`src/rtl/pipe_pkg.sv`:
```
// Shared pipeline definitions: opcodes, field positions and latch bundle.
// Used by the interlock controller and its RAW pair checkers.
package pipe_pkg;

  localparam int OP_HI  = 31;
  localparam int OP_LO  = 27;
  localparam int RD_HI  = 25;
  localparam int RD_LO  = 22;
  localparam int RS1_HI = 21;
  localparam int RS1_LO = 18;

  localparam logic [4:0] OP_NOP  = 5'b01101;
  localparam logic [4:0] OP_CMP  = 5'b00101;
  localparam logic [4:0] OP_NOT  = 5'b01000;
  localparam logic [4:0] OP_MOV  = 5'b01001;
  localparam logic [4:0] OP_ST   = 5'b01111;
  localparam logic [4:0] OP_BEQ  = 5'b10000;
  localparam logic [4:0] OP_BGT  = 5'b10001;
  localparam logic [4:0] OP_B    = 5'b10010;
  localparam logic [4:0] OP_CALL = 5'b10011;
  localparam logic [4:0] OP_RET  = 5'b10100;

  localparam logic [3:0]  RA_IDX   = 4'd15;
  localparam logic [31:0] NOP_WORD = 32'h6800_0000;

  typedef struct packed {
    logic [31:0] of;
    logic [31:0] ex;
    logic [31:0] ma;
    logic [31:0] rw;
  } pipe_latch_t;

  function automatic logic [4:0] opc(input logic [31:0] w);
    return w[OP_HI:OP_LO];
  endfunction

endpackage

```
`src/rtl/raw_pair_check.sv`:
```
// RAW conflict between the OF instruction (a) and one downstream latch (b).
// Only rs1 is interlocked; rs2 and store data go through forwarding.
module raw_pair_check
  import pipe_pkg::*;
(
  input  logic [31:0] a,
  input  logic [31:0] b,
  output logic        conflict
);

  logic [4:0] a_op;
  logic [4:0] b_op;
  logic       a_no_read;
  logic       b_no_write;
  logic [3:0] src;
  logic [3:0] dest;

  always_comb begin
    a_op = opc(a);
    b_op = opc(b);
    a_no_read = a_op inside {OP_NOP, OP_BEQ, OP_BGT, OP_B,
                             OP_CALL, OP_NOT, OP_MOV};
    b_no_write = b_op inside {OP_NOP, OP_CMP, OP_ST, OP_BEQ,
                              OP_BGT, OP_B, OP_RET};
    // RET reads and CALL writes the link register implicitly
    src  = (a_op == OP_RET) ? RA_IDX : a[RS1_HI:RS1_LO];
    dest = (b_op == OP_CALL) ? RA_IDX : b[RD_HI:RD_LO];
    conflict = !a_no_read && !b_no_write && (src == dest);
  end

endmodule

```
`src/rtl/pipeline_interlock.sv`:
```
// Stall/flush controller owning the IF/OF..MA/RW instruction latches.
// Branch flush outranks a RAW stall; stalls are counted with saturation.
module pipeline_interlock #(
  parameter logic [31:0] NOP_WORD = pipe_pkg::NOP_WORD,
  parameter int          CNT_W    = 16
) (
  input  logic             clk,
  input  logic             rst,
  input  logic [31:0]      if_instr,
  input  logic             branch_taken,
  output logic             pc_stall,
  output logic [31:0]      of_instr,
  output logic [31:0]      ex_instr,
  output logic [31:0]      ma_instr,
  output logic [31:0]      rw_instr,
  output logic [CNT_W-1:0] stall_cnt
);

  import pipe_pkg::pipe_latch_t;

  pipe_latch_t      lat;
  logic [CNT_W-1:0] cnt;
  logic             c_ex;
  logic             c_ma;
  logic             c_rw;
  logic             conflict;

  raw_pair_check u_chk_ex (.a(lat.of), .b(lat.ex), .conflict(c_ex));
  raw_pair_check u_chk_ma (.a(lat.of), .b(lat.ma), .conflict(c_ma));
  raw_pair_check u_chk_rw (.a(lat.of), .b(lat.rw), .conflict(c_rw));

  assign conflict = c_ex | c_ma | c_rw;
  assign pc_stall = conflict & ~branch_taken;

  always_ff @(posedge clk or posedge rst) begin
    if (rst) begin
      lat.of <= NOP_WORD;
      lat.ex <= NOP_WORD;
      lat.ma <= NOP_WORD;
      lat.rw <= NOP_WORD;
      cnt    <= '0;
    end else begin
      lat.ma <= lat.ex;
      lat.rw <= lat.ma;
      if (branch_taken) begin
        lat.of <= NOP_WORD;
        lat.ex <= NOP_WORD;
      end else if (conflict) begin
        lat.ex <= NOP_WORD;
        if (~&cnt) cnt <= cnt + 1'b1;
      end else begin
        lat.of <= if_instr;
        lat.ex <= lat.of;
      end
    end
  end

  assign of_instr  = lat.of;
  assign ex_instr  = lat.ex;
  assign ma_instr  = lat.ma;
  assign rw_instr  = lat.rw;
  assign stall_cnt = cnt;

endmodule

```
`config.mk`:
```
export PLATFORM = sky130hd
export DESIGN_NAME = pipeline_interlock
export DESIGN_NICKNAME = d
export VERILOG_FILES = /design/src/rtl/pipe_pkg.sv /design/src/rtl/raw_pair_check.sv /design/src/rtl/pipeline_interlock.sv
export SDC_FILE = /design/constraint.sdc
export NUM_CORES = 1
export LEC_CHECK = 0
export BUFFER_PORTS_ARGS = -buffer_cell sky130_fd_sc_hd__buf_2
export CAP_MARGIN = 40
export CELL_PAD_IN_SITES_DETAIL_PLACEMENT = 1
export CELL_PAD_IN_SITES_GLOBAL_PLACEMENT = 1
export CORE_UTILIZATION = 32
export CTS_BUF_LIST = sky130_fd_sc_hd__clkbuf_2
export DETAILED_ROUTE_END_ITERATION = 7
export HOLD_SLACK_MARGIN = 0.12
export PLACE_DENSITY = 0.69
export SKIP_LAST_GASP = 1
export SYNTH_ARGS = -nofsm -noshare
export SYNTH_HDL_FRONTEND = slang
export SYNTH_HIERARCHICAL = 1
export SYNTH_SLANG_ARGS = --single-unit
export TNS_END_PERCENT = 10
```
`constraint.sdc`:
```
create_clock -name clk -period 6.17 [get_ports clk]
set_clock_uncertainty 0.1 [all_clocks]
set_input_delay 0.617 -clock clk [delete_from_list [all_inputs] [get_ports clk]]
set_output_delay 0.617 -clock clk [all_outputs]
set_load 0.02 [all_outputs]
```
**Yosys cells after proc, flatten, opt, wreduce, memory -nomap -nowiden**

Index checks and enable logic that the tools add are counted.

- Register bits after elaboration: 144
- Input bits: 35
- Output and inout port bits: 145
- Word-level logic and storage cells: 70

- $add $sub $neg: 1
- Equal/unequal tests: 36
- Mux-type cells: 7
- Bitwise operators: 5
- Reduce and logical (&&, ||, !) cells: 16

Operator list:

| operator | number |
|---|---|
| $eq A5 B5 Y1 const B | 20 |
| $mux W32 | 2 |
| $mux W64 | 1 |
| $eq A5 B4 Y1 const B | 9 |
| $reduce_bool A7 Y1 | 4 |
| $add A16 B1 Y16 const B | 1 |
| $mux W4 | 4 |
| $reduce_and A16 Y1 | 1 |
| $eq A5 B3 Y1 const B | 3 |
| $eq A4 B4 Y1 | 3 |
| $logic_and A1 B1 Y1 | 6 |
| $logic_not A1 Y1 | 4 |
| $reduce_and A3 Y1 | 1 |
| $ne A2 B2 Y1 const B | 1 |
| $not A1 Y1 | 2 |
| $or A1 B1 Y1 | 2 |
| $and A1 B1 Y1 | 1 |

**Depth between registers and ports, before layout**

- Depth after elaboration: 9
- Gate-level depth with buffers: 9

**Hierarchy**

The synthesis kept the hierarchy.

Modules (own cells, without submodules):

| module | instances | cells an instance | area each (sq um) |
|---|---|---|---|
| pipeline_interlock | 1 | 279 | 4683.2 |
| raw_pair_check | 3 | 30 | 193.9 |

**Worst setup path after synthesis**

OpenSTA, ideal clock, no wires.

- Path type: reg-to-output
- Start: reg lat, in the netlist ma_instr[27]
- End: out pc_stall
- Arrival time: 2.479 ns
- Required time: 5.453 ns
- Path slack: 2.974 ns
- Cell stages (with the launch flop): 9
- Path buffers: 1
- Path through: dfstp_2 nand2_1 or4b_1 a22o_2 a221oi_2 nor3_4 or2_4 inv_4 buf_6

- Longest elaborated chain between the ends: 8
- Elaborated cells between the ends (all ways): 17
- Those cells by class: eq/ne: 9; mux: 1; bitwise: 3; reduce/logical: 4

Ends and longest elaborated chain:

| element | line | text |
|---|---|---|
| start: declaration | pipeline_interlock.sv:21 | `pipe_latch_t lat;` |
| $eq A5 B4 Y1 (tied with other cells) | raw_pair_check.sv:23 | `b_no_write = b_op inside {OP_NOP, OP_CMP, OP_ST, OP_BEQ,` |
| $reduce_bool A7 Y1 | raw_pair_check.sv:23 |  |
| $logic_not A1 Y1 | raw_pair_check.sv:28 | `conflict = !a_no_read && !b_no_write && (src == dest);` |
| $logic_and A1 B1 Y1 | raw_pair_check.sv:28 |  |
| $logic_and A1 B1 Y1 (*) | raw_pair_check.sv:28 |  |
| via c_ma | pipeline_interlock.sv:24 | `logic c_ma;` |
| $or A1 B1 Y1 (*) (2 in series) | pipeline_interlock.sv:32 | `assign conflict = c_ex \| c_ma \| c_rw;` |
| $and A1 B1 Y1 (*) | pipeline_interlock.sv:33 | `assign pc_stall = conflict & ~branch_taken;` |
| end: declaration | pipeline_interlock.sv:11 | `output logic pc_stall,` |

Mark *: on every way through the listed nets, which the timed path passes. The rest lies on a longest branch.

**Worst setup path in the final report**

Same ends and word-level chain as after synthesis.

==> key figures <==
Global route
  • Global route overflow: 0
  • Total Routing Usage GR: 17.16%
  • First-pass GRT wire length: 21,820 µm
  • Vias in the first global route: 4,157
  • Largest net degree at the start of global routing: 70
  • Initial antenna violation count: 0

Placement
  • Placed Area: 6417 µm²
  • Port buffer count: 179
  • Cell count after placement: 758
  • Hpwl dp: 9454 µm
  • Gpl congestion: 0.7986

Clocking
  • # Post-CTS Setup Buffers: 0
  • Hold buffer count at CTS: 33
  • Root buf cell: clkbuf_2
  • Clock slew at reported path FFs: 220 ps
  • Clock Latency Late Sink: 730 ps
  • CTS sink count: 144
  • Post-CTS sizing: 0
  • CTS tree: built
  • Total CTS buffers: 17
  • H-tree depth: 4
  • Max Root-Sink Buffers: 2

Final layout
  • Fillers: 1,793
  • N_diodes: 0
  • Share of layout cells above drive strength 1: 40.20%
  • Nets: 630
  • Synth-to-layout area growth: 32.20%
  • Post-layout util: 43.50%
  • Finished Layout Cells: 823
  • Fin area: 6960 µm²

Setup path
  • Reg2Reg Setup Slack: 2850 ps
  • Critical Path AT: 3640 ps
  • Worst Reg-to-Reg Cells: 9
  • Setup crit end kind: output port
  • Worst path required time: 5450 ps
  • Max stage delay on crit path: 600 ps
  • Critical path peak fanout: 33
  • Origin of the critical flop-to-flop path: ma_instr[27]
  • Critical Path Stages: 8
  • RR Endpoint: stall_cnt[1]
  • Worst path bufs/invs: 2
  • Worst-path cell chain: nand2_1 > or4b_1 > a22o_2 > a221oi_2 > nor3_4 > or2_4 > inv_4 > buf_2
  • Critical path launch point type: flip-flop
  • Kind of critical path: reg2out
  • Worst Setup SP: ma_instr[27]
  • Worst path slowest cell: dfstp_2
  • Critical Path End: pc_stall
  • Cell family with most CP delay: simple AND/OR/NAND/NOR gates

Die
  • Die H: 130.3 µm
  • Initial core utilization: 32.91%
  • Num rows: 46
  • Core Region: 16,000 µm²
  • Chip Width: 130.3 µm
  • Die area: 16,970 µm²
  • Top-Level Pins: 180

Drt
  • Mean routed wirelength per cell: 16.77 µm
  • Drt first pass iters: 4
  • Via count: 3,927
  • Number of remaining DRC errors: 0
  • Post-DR vias/cell: 4.772
  • Routed WL: 13,800 µm
  • Detailed router's first-iteration violation count: 104
  • Final ANT Viol Nets: 0

Synth
  • Post-synth EDFFs: 0
  • Syn nets: 405
  • Cells after Synth: 369
  • Top cells by instance count after synthesis: dfrtp_1 (132), a22o_1 (32), and2_1 (30)
  • Most common cell in the netlist: dfrtp_1
  • Area contributors post-synth: dfrtp_1 (63%), dfstp_2 (6.0%), a22o_1 (5.3%), and2_1 (3.6%), nand2_1 (2.1%)
  • Top cell type's share of synthesized area: 62.74%
  • Syn. warnings: 6
  • Async set or reset register ratio after synthesis: 100.0%
  • Synthesized area per cell: 14.27 µm²
  • Seq/Total Area, Yosys: 68.73%
  • Flops & latches, synth: 144
  • Yosys top cell by area: dfrtp_1
  • Most used DFF post-synth: dfrtp_1
  • Post-synth design cell area: 5265 µm²
  • Distinct cells, synth: 44

STA
  • Maximum clock rate: 229.5 MHz
  • Hold slack: 288.8 ps
  • Tcrit/Tclk final: 70.61%
  • Slew Viols, Final: 0
  • RSZ-0062 raised after global routing: no
  • Hold Vio Cnt, Final: 0
  • Slew HR: 59.54%
  • Final worst path period need: 4357 ps
  • Worst Tran Pin Value: 606.8 ps
  • Total negative setup slack: 0 ps
  • Setup violators final: 0

Run
  • Max Cap Violations: 0

Min path
  • Hold Path Class: reg2reg

Status
  • Status: completed

Pwr
  • Pwr Density: 369.0 nW/µm²
  • Worst VDD drop: 0.1488 mV
  • Leakage: 3.534 nW
## layout by cell type, fill, tap and decap left out, drive strengths merged, types with 2 or more instances in the layout
| cell type | count |
|---|---|
| a221oi | 3 |
| a22o | 35 |
| and2 | 30 |
| and3 | 3 |
| and4 | 2 |
| buf | 182 |
| clkbuf | 20 |
| clkinv | 5 |
| clkinvlp | 4 |
| dfrtp | 132 |
| dfstp | 12 |
| dlygate4sd3 | 33 |
| inv | 4 |
| maj3 | 3 |
| mux2 | 4 |
| nand2 | 29 |
| nand2b | 4 |
| nand3 | 11 |
| nand4 | 8 |
| nor2 | 4 |
| nor2b | 6 |
| nor3 | 17 |
| nor3b | 6 |
| nor4 | 3 |
| nor4b | 4 |
| o211ai | 9 |
| o21a | 2 |
| o21ai | 3 |
| o22a | 3 |
| or4 | 3 |
| or4b | 3 |
| xnor2 | 10 |
| xor2 | 6 |
## cell families (layout without fill, tap and decap cells)
group | after synthesis | after routing | share of synthesized area, %
simple gates | 134 | 134 | 16.25
compound gates | 56 | 56 | 9.339
flops | 144 | 144 | 68.73
xor+xnor | 16 | 16 | 2.662
buf+inv | 11 | 249 | 1.354
fa+ha+maj | 4 | 4 | 0.8080
mux | 4 | 4 | 0.8555
## worst min-delay path by stage
stage	start	end	slack, ps	cells past startpoint
after floorplan	ex_instr[30]	ma_instr[30]	320	0
after global placement	ma_instr[9]	rw_instr[9]	250	0
after detailed placement	ma_instr[8]	rw_instr[8]	250	0
after CTS	branch_taken	stall_cnt[8]	250	3
after global routing	branch_taken	stall_cnt[8]	240	3
final	ma_instr[9]	rw_instr[9]	290	0
## per-layer routing
| metal | vias up | global-route usage [%] | part of all wire, % |
|---|---|---|---|
| li1 | 1786 | - | - |
| met1 | 2001 | 19.75 | 42 |
| met2 | 119 | 29.51 | 51 |
| met3 | 21 | 5.576 | 5.5 |
| met4 | 0 | 6.840 | 1.6 |
| met5 | - | 0 | 0 |
## registers in the layout (all words and copies together), names as in the netlist
signal,flops
ma_instr,32
rw_instr,32
stall_cnt,16
of_instr,32
ex_instr,32
## through the flow
| step | setup slack, ps | total power [mW] |
|---|---|---|
| finish | 1813 | 2.568 |
| global route | 1592 | 2.721 |
| CTS | 1698 | 2.608 |
| detailed placement | 2551 | 2.081 |
| global placement | 2619 | 2.049 |
| floorplan | 1607 | 1.774 |
## worst reg2reg max path: cells and delay by family, from the launching register on
kind | cells | cell delay (ps)
DFF | 1 | 600
and+or+nand+nor | 4 | 1070
muxes | 1 | 320
AOI/OAI and AO/OA | 3 | 840
buffers and inverters | 1 | 310
## where the power goes
group	switching (mW)	internal, mW
registers	0.172	1.13
logic	0.486	0.282
clock network	0.350	0.152
## layout make-up
cell class / count / area, µm² / area share (%)
flip-flops and latches: 144 / 3618 / 51.99
multi-input cells: 214 / 1575 / 22.63
repair buffers: 215 / 1269 / 18.23
well taps: 216 / 270.3 / 3.883
clock inverters: 12 / 112.6 / 1.618
clock buffers: 20 / 100.1 / 1.438
inverters: 2 / 15.01 / 0.2157
Power figures use the tool's default switching activity.
